--- src/rtl/keypad_pkg.sv ---
// Shared types and constants for the 4x4 keypad scanner.
package keypad_pkg;

  localparam int unsigned SCAN_DIV_DEFAULT        = 50000;
  localparam int unsigned DEBOUNCE_CYCLES_DEFAULT = 500000;

  typedef enum logic [1:0] {
    SCAN     = 2'd0,
    DEBOUNCE = 2'd1,
    HELD     = 2'd2,
    RELEASE  = 2'd3
  } state_t;

  // Indexed by {row, col}; entry 0 is row 0 / column 0.
  localparam logic [15:0][3:0] KEY_MAP = {
    4'hD, 4'hF, 4'h0, 4'hE,
    4'hC, 4'h9, 4'h8, 4'h7,
    4'hB, 4'h6, 4'h5, 4'h4,
    4'hA, 4'h3, 4'h2, 4'h1
  };

  function automatic logic [1:0] lowest_row(input logic [3:0] low);
    if (low[0]) return 2'd0;
    if (low[1]) return 2'd1;
    if (low[2]) return 2'd2;
    return 2'd3;
  endfunction

endpackage

--- src/rtl/keypad_scanner_sync_2ff.sv ---
// Two-flop synchronizer for asynchronous multi-bit level inputs.
module sync_2ff #(
  parameter int unsigned WIDTH = 1
) (
  input  logic             clk,
  input  logic             reset,
  input  logic [WIDTH-1:0] d,
  output logic [WIDTH-1:0] q
);

  logic [WIDTH-1:0] meta;

  always_ff @(posedge clk or posedge reset) begin
    if (reset) begin
      meta <= '0;
      q    <= '0;
    end else begin
      meta <= d;
      q    <= meta;
    end
  end

endmodule

--- src/rtl/keypad_scanner.sv ---
// 4x4 matrix keypad scanner with press/release debounce and a two-digit history.
// Macro KEYPAD_DEBOUNCE_EN enables DEBOUNCE_CYCLES-long debounce; otherwise one cycle each.
module keypad_scanner
  import keypad_pkg::*;
#(
  parameter int unsigned SCAN_DIV        = SCAN_DIV_DEFAULT,
  parameter int unsigned DEBOUNCE_CYCLES = DEBOUNCE_CYCLES_DEFAULT
) (
  input  logic       clk,
  input  logic       reset,
  input  logic [3:0] row_n,
  output logic [3:0] col_n,
  output logic [3:0] key_code,
  output logic       key_valid,
  output logic       key_held,
  output logic [3:0] left_digit,
  output logic [3:0] right_digit
);

  localparam int unsigned SCAN_W = (SCAN_DIV > 1) ? $clog2(SCAN_DIV) : 1;
  localparam int unsigned DB_W   = (DEBOUNCE_CYCLES > 1) ? $clog2(DEBOUNCE_CYCLES) : 1;
  localparam logic [SCAN_W-1:0] SCAN_LAST = SCAN_W'(SCAN_DIV - 1);
`ifdef KEYPAD_DEBOUNCE_EN
  localparam logic [DB_W-1:0] DB_LAST = DB_W'(DEBOUNCE_CYCLES - 1);
`else
  localparam logic [DB_W-1:0] DB_LAST = '0;
`endif

  state_t            state, state_next;
  logic [1:0]        col_idx, col_idx_next;
  logic [3:0]        col_n_next;
  logic [1:0]        row_sel, row_sel_next;
  logic [SCAN_W-1:0] scan_cnt, scan_cnt_next;
  logic [DB_W-1:0]   db_cnt, db_cnt_next;
  logic [3:0]        key_code_next, left_next, right_next;
  logic              key_valid_next, key_held_next;
  logic [3:0]        rows_sync;
  logic              cap_row_high;
  logic              advance;

  sync_2ff #(.WIDTH(4)) u_sync (
    .clk   (clk),
    .reset (reset),
    .d     (row_n),
    .q     (rows_sync)
  );

  assign cap_row_high = rows_sync[row_sel];

  // Next-state and output decode
  always_comb begin
    state_next     = state;
    col_idx_next   = col_idx;
    col_n_next     = col_n;
    row_sel_next   = row_sel;
    scan_cnt_next  = scan_cnt;
    db_cnt_next    = db_cnt;
    key_code_next  = key_code;
    left_next      = left_digit;
    right_next     = right_digit;
    key_valid_next = 1'b0;
    advance        = 1'b0;

    case (state)
      SCAN: begin
        if (scan_cnt == SCAN_LAST) begin
          scan_cnt_next = '0;
          if (rows_sync != 4'hF) begin
            row_sel_next = lowest_row(~rows_sync);
            db_cnt_next  = '0;
            state_next   = DEBOUNCE;
          end else begin
            advance = 1'b1;
          end
        end else begin
          scan_cnt_next = scan_cnt + SCAN_W'(1);
        end
      end
      DEBOUNCE: begin
        if (cap_row_high) begin
          advance    = 1'b1;
          state_next = SCAN;
        end else if (db_cnt == DB_LAST) begin
          key_valid_next = 1'b1;
          key_code_next  = KEY_MAP[{row_sel, col_idx}];
          left_next      = right_digit;
          right_next     = KEY_MAP[{row_sel, col_idx}];
          state_next     = HELD;
        end else begin
          db_cnt_next = db_cnt + DB_W'(1);
        end
      end
      HELD: begin
        if (cap_row_high) begin
          db_cnt_next = '0;
          state_next  = RELEASE;
        end
      end
      RELEASE: begin
        if (!cap_row_high) begin
          state_next = HELD;
        end else if (db_cnt == DB_LAST) begin
          advance    = 1'b1;
          state_next = SCAN;
        end else begin
          db_cnt_next = db_cnt + DB_W'(1);
        end
      end
      default: state_next = SCAN;
    endcase

    if (advance) begin
      col_idx_next = col_idx + 2'd1;
      col_n_next   = {col_n[2:0], col_n[3]};
    end

    key_held_next = (state_next == HELD) || (state_next == RELEASE);
  end

  always_ff @(posedge clk or posedge reset) begin
    if (reset) begin
      state       <= SCAN;
      col_idx     <= 2'd0;
      col_n       <= 4'b1110;
      row_sel     <= 2'd0;
      scan_cnt    <= '0;
      db_cnt      <= '0;
      key_code    <= 4'h0;
      key_valid   <= 1'b0;
      key_held    <= 1'b0;
      left_digit  <= 4'h0;
      right_digit <= 4'h0;
    end else begin
      state       <= state_next;
      col_idx     <= col_idx_next;
      col_n       <= col_n_next;
      row_sel     <= row_sel_next;
      scan_cnt    <= scan_cnt_next;
      db_cnt      <= db_cnt_next;
      key_code    <= key_code_next;
      key_valid   <= key_valid_next;
      key_held    <= key_held_next;
      left_digit  <= left_next;
      right_digit <= right_next;
    end
  end

endmodule

--- config.mk ---
export PLATFORM = sky130hd
export DESIGN_NAME = keypad_scanner
export DESIGN_NICKNAME = d
export VERILOG_FILES = /design/src/rtl/keypad_pkg.sv /design/src/rtl/keypad_scanner_sync_2ff.sv /design/src/rtl/keypad_scanner.sv
export SDC_FILE = /design/constraint.sdc
export NUM_CORES = 1
export LEC_CHECK = 0
export CORE_UTILIZATION = 45
export DETAILED_ROUTE_END_ITERATION = 12
export SLEW_MARGIN = 20
export SYNTH_ARGS = -nofsm -noshare
export SYNTH_HDL_FRONTEND = slang
export SYNTH_SLANG_ARGS = --single-unit
--- constraint.sdc ---
create_clock -name clk -period 5.4 [get_ports clk]
set_clock_uncertainty 0.15 [all_clocks]
set_input_delay 1.08 -clock clk [delete_from_list [all_inputs] [get_ports clk]]
set_output_delay 1.08 -clock clk [all_outputs]
set_load 0.005 [all_outputs]
Yosys cells after proc, flatten, opt, wreduce, memory -nomap -nowiden
Memory sizes are Yosys's and may differ from the RTL's. A register that Yosys moved wholly into a read port is not among the register bits.
Index checks and enable logic that the tools add are counted.

word-level totals
  register bits after elaboration = 59
  ROM bits = 64
  word-level logic and storage cells = 83
  memories = 1

operators by class
  add/sub/neg operators = 3
  order comparisons = 1
  eq/ne operators = 12
  muxes and demuxes = 47
  bitwise logic cells = 2
  reduce and logical (&&, ||, !) cells = 6

memory list
  name             words  width  rd ports  clocked after memory_dff  wr ports  RTL line              source
  (no name shown)  16     4      1         1                         0         keypad_scanner.sv:87  right_next = KEY_MAP[{row_sel, col_idx}];

operator list
  operator                                                     count
  2-to-1 mux 19 bit                                            6
  case mux 19 bit (4 select lines)                             1
  2-to-1 mux 2 bit                                             13
  2-to-1 mux 1 bit                                             23
  adder 19 x 1 -> 19 bit (second input constant)               1
  logical NOT 19 bit                                           1
  adder 16 x 1 -> 16 bit (second input constant)               1
  equality test 16 bit (second input constant)                 1
  2-to-1 mux 16 bit                                            1
  != test 2 bit (second input constant)                        5
  equality test 2 bit (second input constant)                  4
  case mux 2 bit (4 select lines)                              1
  AND reduction 3 bit                                          2
  AND reduction 5 bit                                          1
  != test 4 bit (second input constant)                        1
  less-than comparator 2 x 3 -> 1 bit (second input constant)  1
  inverter 3 bit                                               1
  case mux 1 bit (3 select lines)                              1
  adder 2 x 1 -> 2 bit (second input constant)                 1
  binary-select mux 1 bit (select 2 bit)                       1
  equality test 2 x 1 -> 1 bit (second input constant)         1
  logical NOT 2 bit                                            1
  logical OR 1 bit                                             1
  inverter 1 bit                                               1

Depth between registers and ports, before layout
Gate-level depths: netlist (run 1).

  depth in word-level cells = 17
  mapped depth = 8
  gate-level depth less buffers = 7

Cells and area by module
Synthesis (run 1) repeated with hierarchy kept, for this count alone.

unflattened totals
  cells, all modules = 302
  area, all modules = 3095.5 sq um

modules (own cells, without submodules)
  module          instances  cells an instance  area an instance (sq um)
  keypad_scanner  1          293                2891.5
  sync_2ff        1          9                  203.9

Worst setup path after synthesis (run 1)
OpenSTA, ideal clock, no wires.

  path kind = flip-flop to flip-flop
  from = register scan_cnt[10]
  to = register db_cnt[11]
  arrival time = 1.958 ns
  required time = 5.115 ns
  slack = 3.157 ns
  cell stages (with the launch flop) = 7
  cells stage by stage = dfrtp_1 -> or4_4 -> nor4_4 -> nor2_4 -> buf_6 -> o41ai_2 -> o41ai_1

on the way
  cells in the longest elaborated chain, start to end = 3

RTL lines
  element                               RTL line               source
  start: declaration                    keypad_scanner.sv:33   logic [SCAN_W-1:0] scan_cnt, scan_cnt_next;
  start signal: assignment              keypad_scanner.sv:138  scan_cnt <= scan_cnt_next;
  equality test 16 bit                  keypad_scanner.sv:66   if (scan_cnt == SCAN_LAST) begin
  != test 2 bit (no source line)        --
  AND reduction 5 bit (no source line)  --
  end signal: assignment                keypad_scanner.sv:139  db_cnt <= db_cnt_next;
  end: declaration                      keypad_scanner.sv:34   logic [DB_W-1:0] db_cnt, db_cnt_next;

No other way between the ends.
A chain may end at the register's enable or synchronous reset.

Final worst setup path (run 1)
  from = register db_cnt[0]
  to = register db_cnt[0]

on the way
  cells in the longest elaborated chain, start to end = 4

RTL lines
  element                                                       RTL line                                     source
  adder 19 x 1 -> 19 bit or logical NOT 19 bit (tied branches)  --
  2-to-1 mux 19 bit *                                           keypad_scanner.sv:83, keypad_scanner.sv:102
  2-to-1 mux 19 bit, on equally long branches                   keypad_scanner.sv:100, keypad_scanner.sv:80
  case mux 19 bit (4 select lines) *                            keypad_scanner.sv:64                         case (state)

Every way passes the cells marked *; elsewhere a longest branch is shown, timed or not. The select of a mux whose other input is x is not followed.

==> metrics.md, run 1 <==
| Metric | Value |
|---|---|
| Sequential share of the synthesized area | `0.460` |
| Antenna violations before repair | `0` |
| Total core area | `0.00725 mm^2` |
| Slowest CP cell | `nor3_4` |
| DR pass1 iterations | `4` |
| Final Max Slew Viols | `0` |
| TritonCTS Buffers | `9` |
| Netlist cell types | `52` |
| Reg power frac | `0.515` |
| I/O Buffers | `23` |
| Startpoint types | `register` |
| Ys flop type | `dfrtp_1` |
| Post-route DRC violation count | `0` |
| Die Span Y | `88.6 um` |
| CTS Hold Bufs | `0` |
| Commonest non-fill, non-tap cell in the layout | `dfrtp_1` |
| Top Family by Delay on Critical Path | `simple AND/OR/NAND/NOR gates` |
| Top post-synthesis cells by area | `dfrtp_1 44%, o41ai_2 5.3%, mux2_2 4.0%, mux2i_1 3.6%, o31ai_1 3.6%` |
| GR met2 Demand/Resource | `0.266` |
| Initial DRC count | `147` |
| Clock Sinks | `62` |
| Routability cong. | `0.822` |
| Gr usage total | `0.189` |
| Post-synth ARST share | `1.00` |
| Routed length per instance | `15.4 um` |
| WP buf/inv | `2` |
| Worst path cell trace | `inv_1, ha_1, nor4b_1, nand2_1, nor3_4, buf_4, a211o_1, mux2i_1` |
| Post-CTS Resized | `0` |
| Worst slew margin | `0.358` |
| Syn_nets | `328` |
| Area leader, netlist | `dfrtp_1` |
| Max_cap viols | `0` |
| Sw power | `0.000210 W` |
| Ports | `24` |
| Status | `finished, final reports clean` |
| Cells after Synth | `314` |
| CP arrival | `3.11 ns` |
| Starting Density | `0.466` |
| Total number of yosys warnings | `0` |
| Layout cells sized above 1 | `0.158` |
| CP max FO | `21` |
| Area Overhead vs Synth | `14.0%` |
| HPWL after detailed placement | `4510 um` |
| First-pass GRT wire length | `11300 um` |
| Hold Violations, Final | `0` |
| Nets | `344` |
| Setup-failing EPs final | `0` |
| Fillcell total | `659` |
| Synth Cell Area | `0.00338 mm^2` |
| Post-synth top area share | `0.437` |
| Clock Path Buffers | `2` |
| Fmax | `327 MHz` |
| Clk Latency, worst-skew pair | `0.34 ns` |
| Reg clk slew, reported paths | `0.08 ns` |
| Worst R2R Setup Slack | `2.34 ns` |
| DRT Wirelength | `6700 um` |
| Most frequent cells in the layout | `59 x dfrtp_1, 23 x clkdlybuf4s50_1, 21 x nand2_1` |
| Fin Hold WS | `0.204 ns` |
| Worst hold path type | `reg -> reg` |
| H-tree depth | `3` |
| # Post-CTS Setup Buffers | `0` |
| Worst slew pin tran | `0.961 ns` |
| Sw frac | `0.230` |
| Post-synth EDFFs | `0` |
| Gate power share | `0.019` |
| Via density | `5.72` |
| Tcrit/Tclk final | `0.566` |
| Crit-path max cell delay | `0.66 ns` |
| Root Buffer | `clkbuf_8` |
| GR Overflow Total | `0` |
| Vias post-DR | `2484` |
| Antenna viol nets, final | `0` |
| TNS Setup | `0 ns` |
| CTS tree | `done` |
| CP required | `5.45 ns` |
| PD cells | `236 mW/mm^2` |
| Met1 global-route usage | `0.283` |
| Setup CP Type | `reg -> reg` |
| Met3 Use GR | `0.0308` |
| Largest net degree at the start of global routing | `45` |
| Crit end category | `register` |
| Leakage power | `1.54 nW` |
| Full die area | `0.00786 mm^2` |
| RSZ-0062 raised after global routing | `false` |
| Antenna diode count | `0` |
| Clock period minus final worst setup slack | `3.06 ns` |
| Peak-usage layer in the global routing report | `met1` |
| Internal Power | `0.000700 W` |
| Mean post-synth cell area | `10.8 um^2` |
| Synth Register Bits | `62` |
| Row count | `31` |
| Vias in the first global route | `2242` |
| Clock Power Share | `0.465` |
| Max rail drop VDD | `0.167 mV` |
| Die X | `88.6 um` |
stage by stage:
step	power (W)	worst slack [ns]	instances	util	area [um^2]
2_1_floorplan	0.000488	2.63	314	-	3380
3_3_place_gp	0.000496	2.40	418	0.502	3640
3_5_place_dp	0.000496	2.36	418	0.502	3640
4_1_cts	0.000922	2.34	434	0.531	3850
5_1_grt	0.000947	2.10	434	0.531	3850
6_report	0.000910	2.34	434	0.531	3850
path summary, 6_finish.rpt:
kind / startpoint / to / depth (start not counted)
max: db_cnt[0] / db_cnt[0] / 8
min: u_sync.meta[2] / u_sync.q[2] / 0
max reg2reg: db_cnt[0] / db_cnt[0] / 8
min reg2reg: u_sync.meta[2] / u_sync.q[2] / 0
max in group asynchronous: reset / scan_cnt[12] / 3
min in group asynchronous: reset / u_sync.meta[2] / 2
kinds of logic (layout without fill, tap and decap cells):
| family | after synthesis | in the layout | synth area share |
|---|---|---|---|
| AND/OR/NAND/NOR | 99 | 99 | 0.170 |
| flip-flops | 62 | 62 | 0.460 |
| XOR/XNOR | 11 | 11 | 0.0285 |
| buffers and inverters | 39 | 60 | 0.0541 |
| AO/OA/AOI/OAI | 69 | 69 | 0.172 |
| multiplexers | 26 | 26 | 0.0856 |
| adder cells (fa/ha/maj) | 8 | 8 | 0.0296 |
cells in the mapped netlist (all sizes together), types with 2 or more instances:
master / count
a21oi: 9
a22o: 3
and2: 4
and3: 3
and4: 3
buf: 10
clkbuf: 10
dfrtp: 59
dfstp: 3
ha: 8
inv: 19
mux2: 13
mux2i: 12
nand2: 21
nand2b: 2
nand3: 8
nand4: 11
nor2: 19
nor3: 9
nor4: 10
nor4b: 3
o21a: 5
o21ai: 11
o31ai: 16
o41ai: 17
xnor2: 7
xor2: 4
per-layer routing:
| metal | vias to the layer above | wire length (um) |
|---|---|---|
| met5 | - | 0 |
| met4 | 0 | 114 |
| met3 | 12 | 232 |
| met2 | 54 | 2990 |
| met1 | 1222 | 3370 |
| li1 | 1196 | - |
sequential cells by signal, indices dropped and copies added (netlist names), 2 cells and up, named ones only:
name,cells
col_idx,2
col_n,4
db_cnt,19
left_digit,4
right_digit,4
row_sel,2
scan_cnt,16
u_sync.meta,4
u_sync.q,4
cell type report:
| cell class | count | area (um^2) | area share |
|---|---|---|---|
| multi-input combinational | 213 | 1650 | 0.428 |
| sequential | 62 | 1560 | 0.404 |
| timing repair buffer | 25 | 245 | 0.0637 |
| clock buffer | 10 | 138 | 0.0357 |
| tap | 99 | 124 | 0.0322 |
| clock inverter | 6 | 71.3 | 0.0185 |
| inverter | 19 | 71.3 | 0.0185 |
power groups by stage:
stage          sequential, W  combinational, W  clock, W
6_report            0.000469         0.0000177  0.000424
5_1_grt             0.000469         0.0000205  0.000457
4_1_cts             0.000469         0.0000187  0.000435
3_5_place_dp        0.000478         0.0000187         0
3_3_place_gp        0.000478         0.0000185         0
2_1_floorplan       0.000477         0.0000108         0
Power figures use the tool's default switching activity.
==> inputs of run 2 (changes only) <==
- PLACE_DENSITY: not set -> 0.66
- clock period: 5.4 -> 2.6 ns (I/O delays scaled with it)
==> metrics.md, run 2 (synthesis results as in run 1) <==
| Metric | Value |
|---|---|
| Hold Violations, Final | `0` |
| PD cells | `455 mW/mm^2` |
| Tcrit/Tclk final | `0.943` |
| Setup-failing EPs final | `0` |
| CP endpoint | `db_cnt[18]` |
| CP max FO | `37` |
| Initial DRC count | `76` |
| Nets | `352` |
| Full die area | `0.00786 mm^2` |
| Worst slew margin | `0.381` |
| Hold Path Depth | `0` |
| RSZ-0062 raised after global routing | `false` |
| Max reg flops | `19` |
| Clock period minus final worst setup slack | `2.45 ns` |
| Fin Hold WS | `0.202 ns` |
| Clk Latency, worst-skew pair | `0.35 ns` |
| Antenna viol nets, final | `0` |
| Clock Path Buffers | `2` |
| Worst hold path type | `reg -> reg` |
| Final Max Slew Viols | `0` |
| Total core area | `0.00725 mm^2` |
| GR Overflow Total | `0` |
| Area Overhead vs Synth | `15.5%` |
| Largest net degree at the start of global routing | `38` |
| Setup CP Type | `reg -> reg` |
| Antenna diode count | `0` |
| First-pass GRT wire length | `11200 um` |
| Status | `finished, final reports clean` |
| Starting Density | `0.466` |
| Routed length per instance | `14.9 um` |
| Reg clk slew, reported paths | `0.08 ns` |
| DRT Wirelength | `6590 um` |
| Max rail drop VDD | `0.491 mV` |
| Root Buffer | `clkbuf_8` |
| Post-route cell area | `0.00390 mm^2` |
| Worst slew pin tran | `0.926 ns` |
| Startpoint types | `register` |
| Post-route DRC violation count | `0` |
| Ports | `24` |
| Most frequent cells in the layout | `59 x dfrtp_1, 23 x clkdlybuf4s50_1, 21 x nand2_1` |
| Via density | `5.59` |
| DR pass1 iterations | `4` |
| Worst R2R Setup Slack | `0.15 ns` |
| Crit end category | `register` |
| CTS tree | `done` |
| Worst reg2reg path depth | `5` |
| TritonCTS Buffers | `9` |
| Reg2Reg Capture Point | `db_cnt[18]` |
| I/O Buffers | `23` |
| Die Span Y | `88.6 um` |
| Routability cong. | `0.807` |
| Clock Sinks | `62` |
| CP required | `2.72 ns` |
| Commonest non-fill, non-tap cell in the layout | `dfrtp_1` |
| Leakage power | `1.57 nW` |
| Worst path cell trace | `or4_4, nor4_4, nor2_4, nor4b_1, mux2i_1` |
| Die X | `88.6 um` |
| Fmax | `408 MHz` |
| Antenna violations before repair | `0` |
| Max_cap viols | `0` |
| Overall power | `0.00178 W` |
| Vias post-DR | `2472` |
| Biggest register | `db_cnt` |
| Slowest CP cell | `or4_4` |
| Vias in the first global route | `2380` |
| Layout cells sized above 1 | `0.184` |
| TNS Setup | `0 ns` |
| Crit-path max cell delay | `0.55 ns` |
| CP arrival | `2.57 ns` |
| Row count | `31` |
| # Post-CTS Setup Buffers | `0` |
| Worst r2r src | `scan_cnt[10]` |
| Worst Setup SP | `scan_cnt[10]` |
| Largest registers | `db_cnt: 19 flops, scan_cnt: 16 flops` |
| H-tree depth | `3` |
| HPWL after detailed placement | `4610 um` |
| Gr usage total | `0.189` |
| Placed Area | `0.00371 mm^2` |
## run 2: cell count changes in the layout (fill, tap and decap cells not counted)
cell        change
clkbuf_8        -1
buf_12          +1
clkinv_2        +2
inv_6           +1
clkinv_4        -2
clkinvlp_4      +1
nor4_1          -1
nor4b_2         +1
nor4_2          +1
buf_4           +7
nor4b_1         -1
bufinv_16       -1
## run 2: through the flow
stage               instances  worst slack (ns)   util
detailed placement        426             0.187  0.512
CTS                       442             0.143  0.536
finish                    442             0.147  0.538
floorplan                 314             0.357      -
global route              442            0.0426  0.538
global placement          426             0.253  0.512
## run 2: metal layers
| metal | share of wire | vias up | global-route usage | routed length (um) |
|---|---|---|---|---|
| li1 | - | 1219 | - | - |
| met1 | 0.50 | 1210 | 0.260 | 3270 |
| met2 | 0.46 | 32 | 0.275 | 3040 |
| met3 | 0.023 | 11 | 0.0438 | 150 |
| met4 | 0.020 | 0 | 0.106 | 133 |
| met5 | 0 | - | 0 | 0 |
## run 2: layout make-up
type	instances	area [um^2]
Fill cell	656	3350
Sequential cell	62	1560
Tap cell	99	124
Multi-Input combinational cell	213	1660
Clock inverter	7	50.0
Inverter	19	71.3
Clock buffer	9	124
Timing Repair Buffer	33	318
## run 2: critical path, delay by kind of cell (launching register included)
kind | cells | cell delay, ns
DFF | 1 | 0.43
muxes | 1 | 0.23
and+or+nand+nor | 4 | 1.55
## run 2: report_power, final
| part | internal, W | switching (W) | leakage (nW) |
|---|---|---|---|
| registers | 0.000970 | 0.00000342 | 0.823 |
| clock network | 0.000346 | 0.000414 | 0.0816 |
| logic | 0.0000150 | 0.0000263 | 0.667 |
| total | 0.00133 | 0.000444 | 1.57 |
## run 2: how the worst min path moves through the flow
stage	from	end	slack [ns]
2_1_floorplan	u_sync.meta[0]	u_sync.q[0]	0.18
3_3_place_gp	u_sync.meta[3]	u_sync.q[3]	0.18
3_5_place_dp	u_sync.meta[3]	u_sync.q[3]	0.19
4_1_cts	u_sync.meta[3]	u_sync.q[3]	0.20
5_1_grt	u_sync.meta[2]	u_sync.q[2]	0.21
6_report	u_sync.meta[3]	u_sync.q[3]	0.20
## run 2: what timing repair did
| item | CTS | global route |
|---|---|---|
| hold buffers | 0 | 0 |
| resized for setup | 0 | 2 |
| hold endpoints to repair | 0 | 0 |
| endpoints found under the setup margin | 0 | 3 |
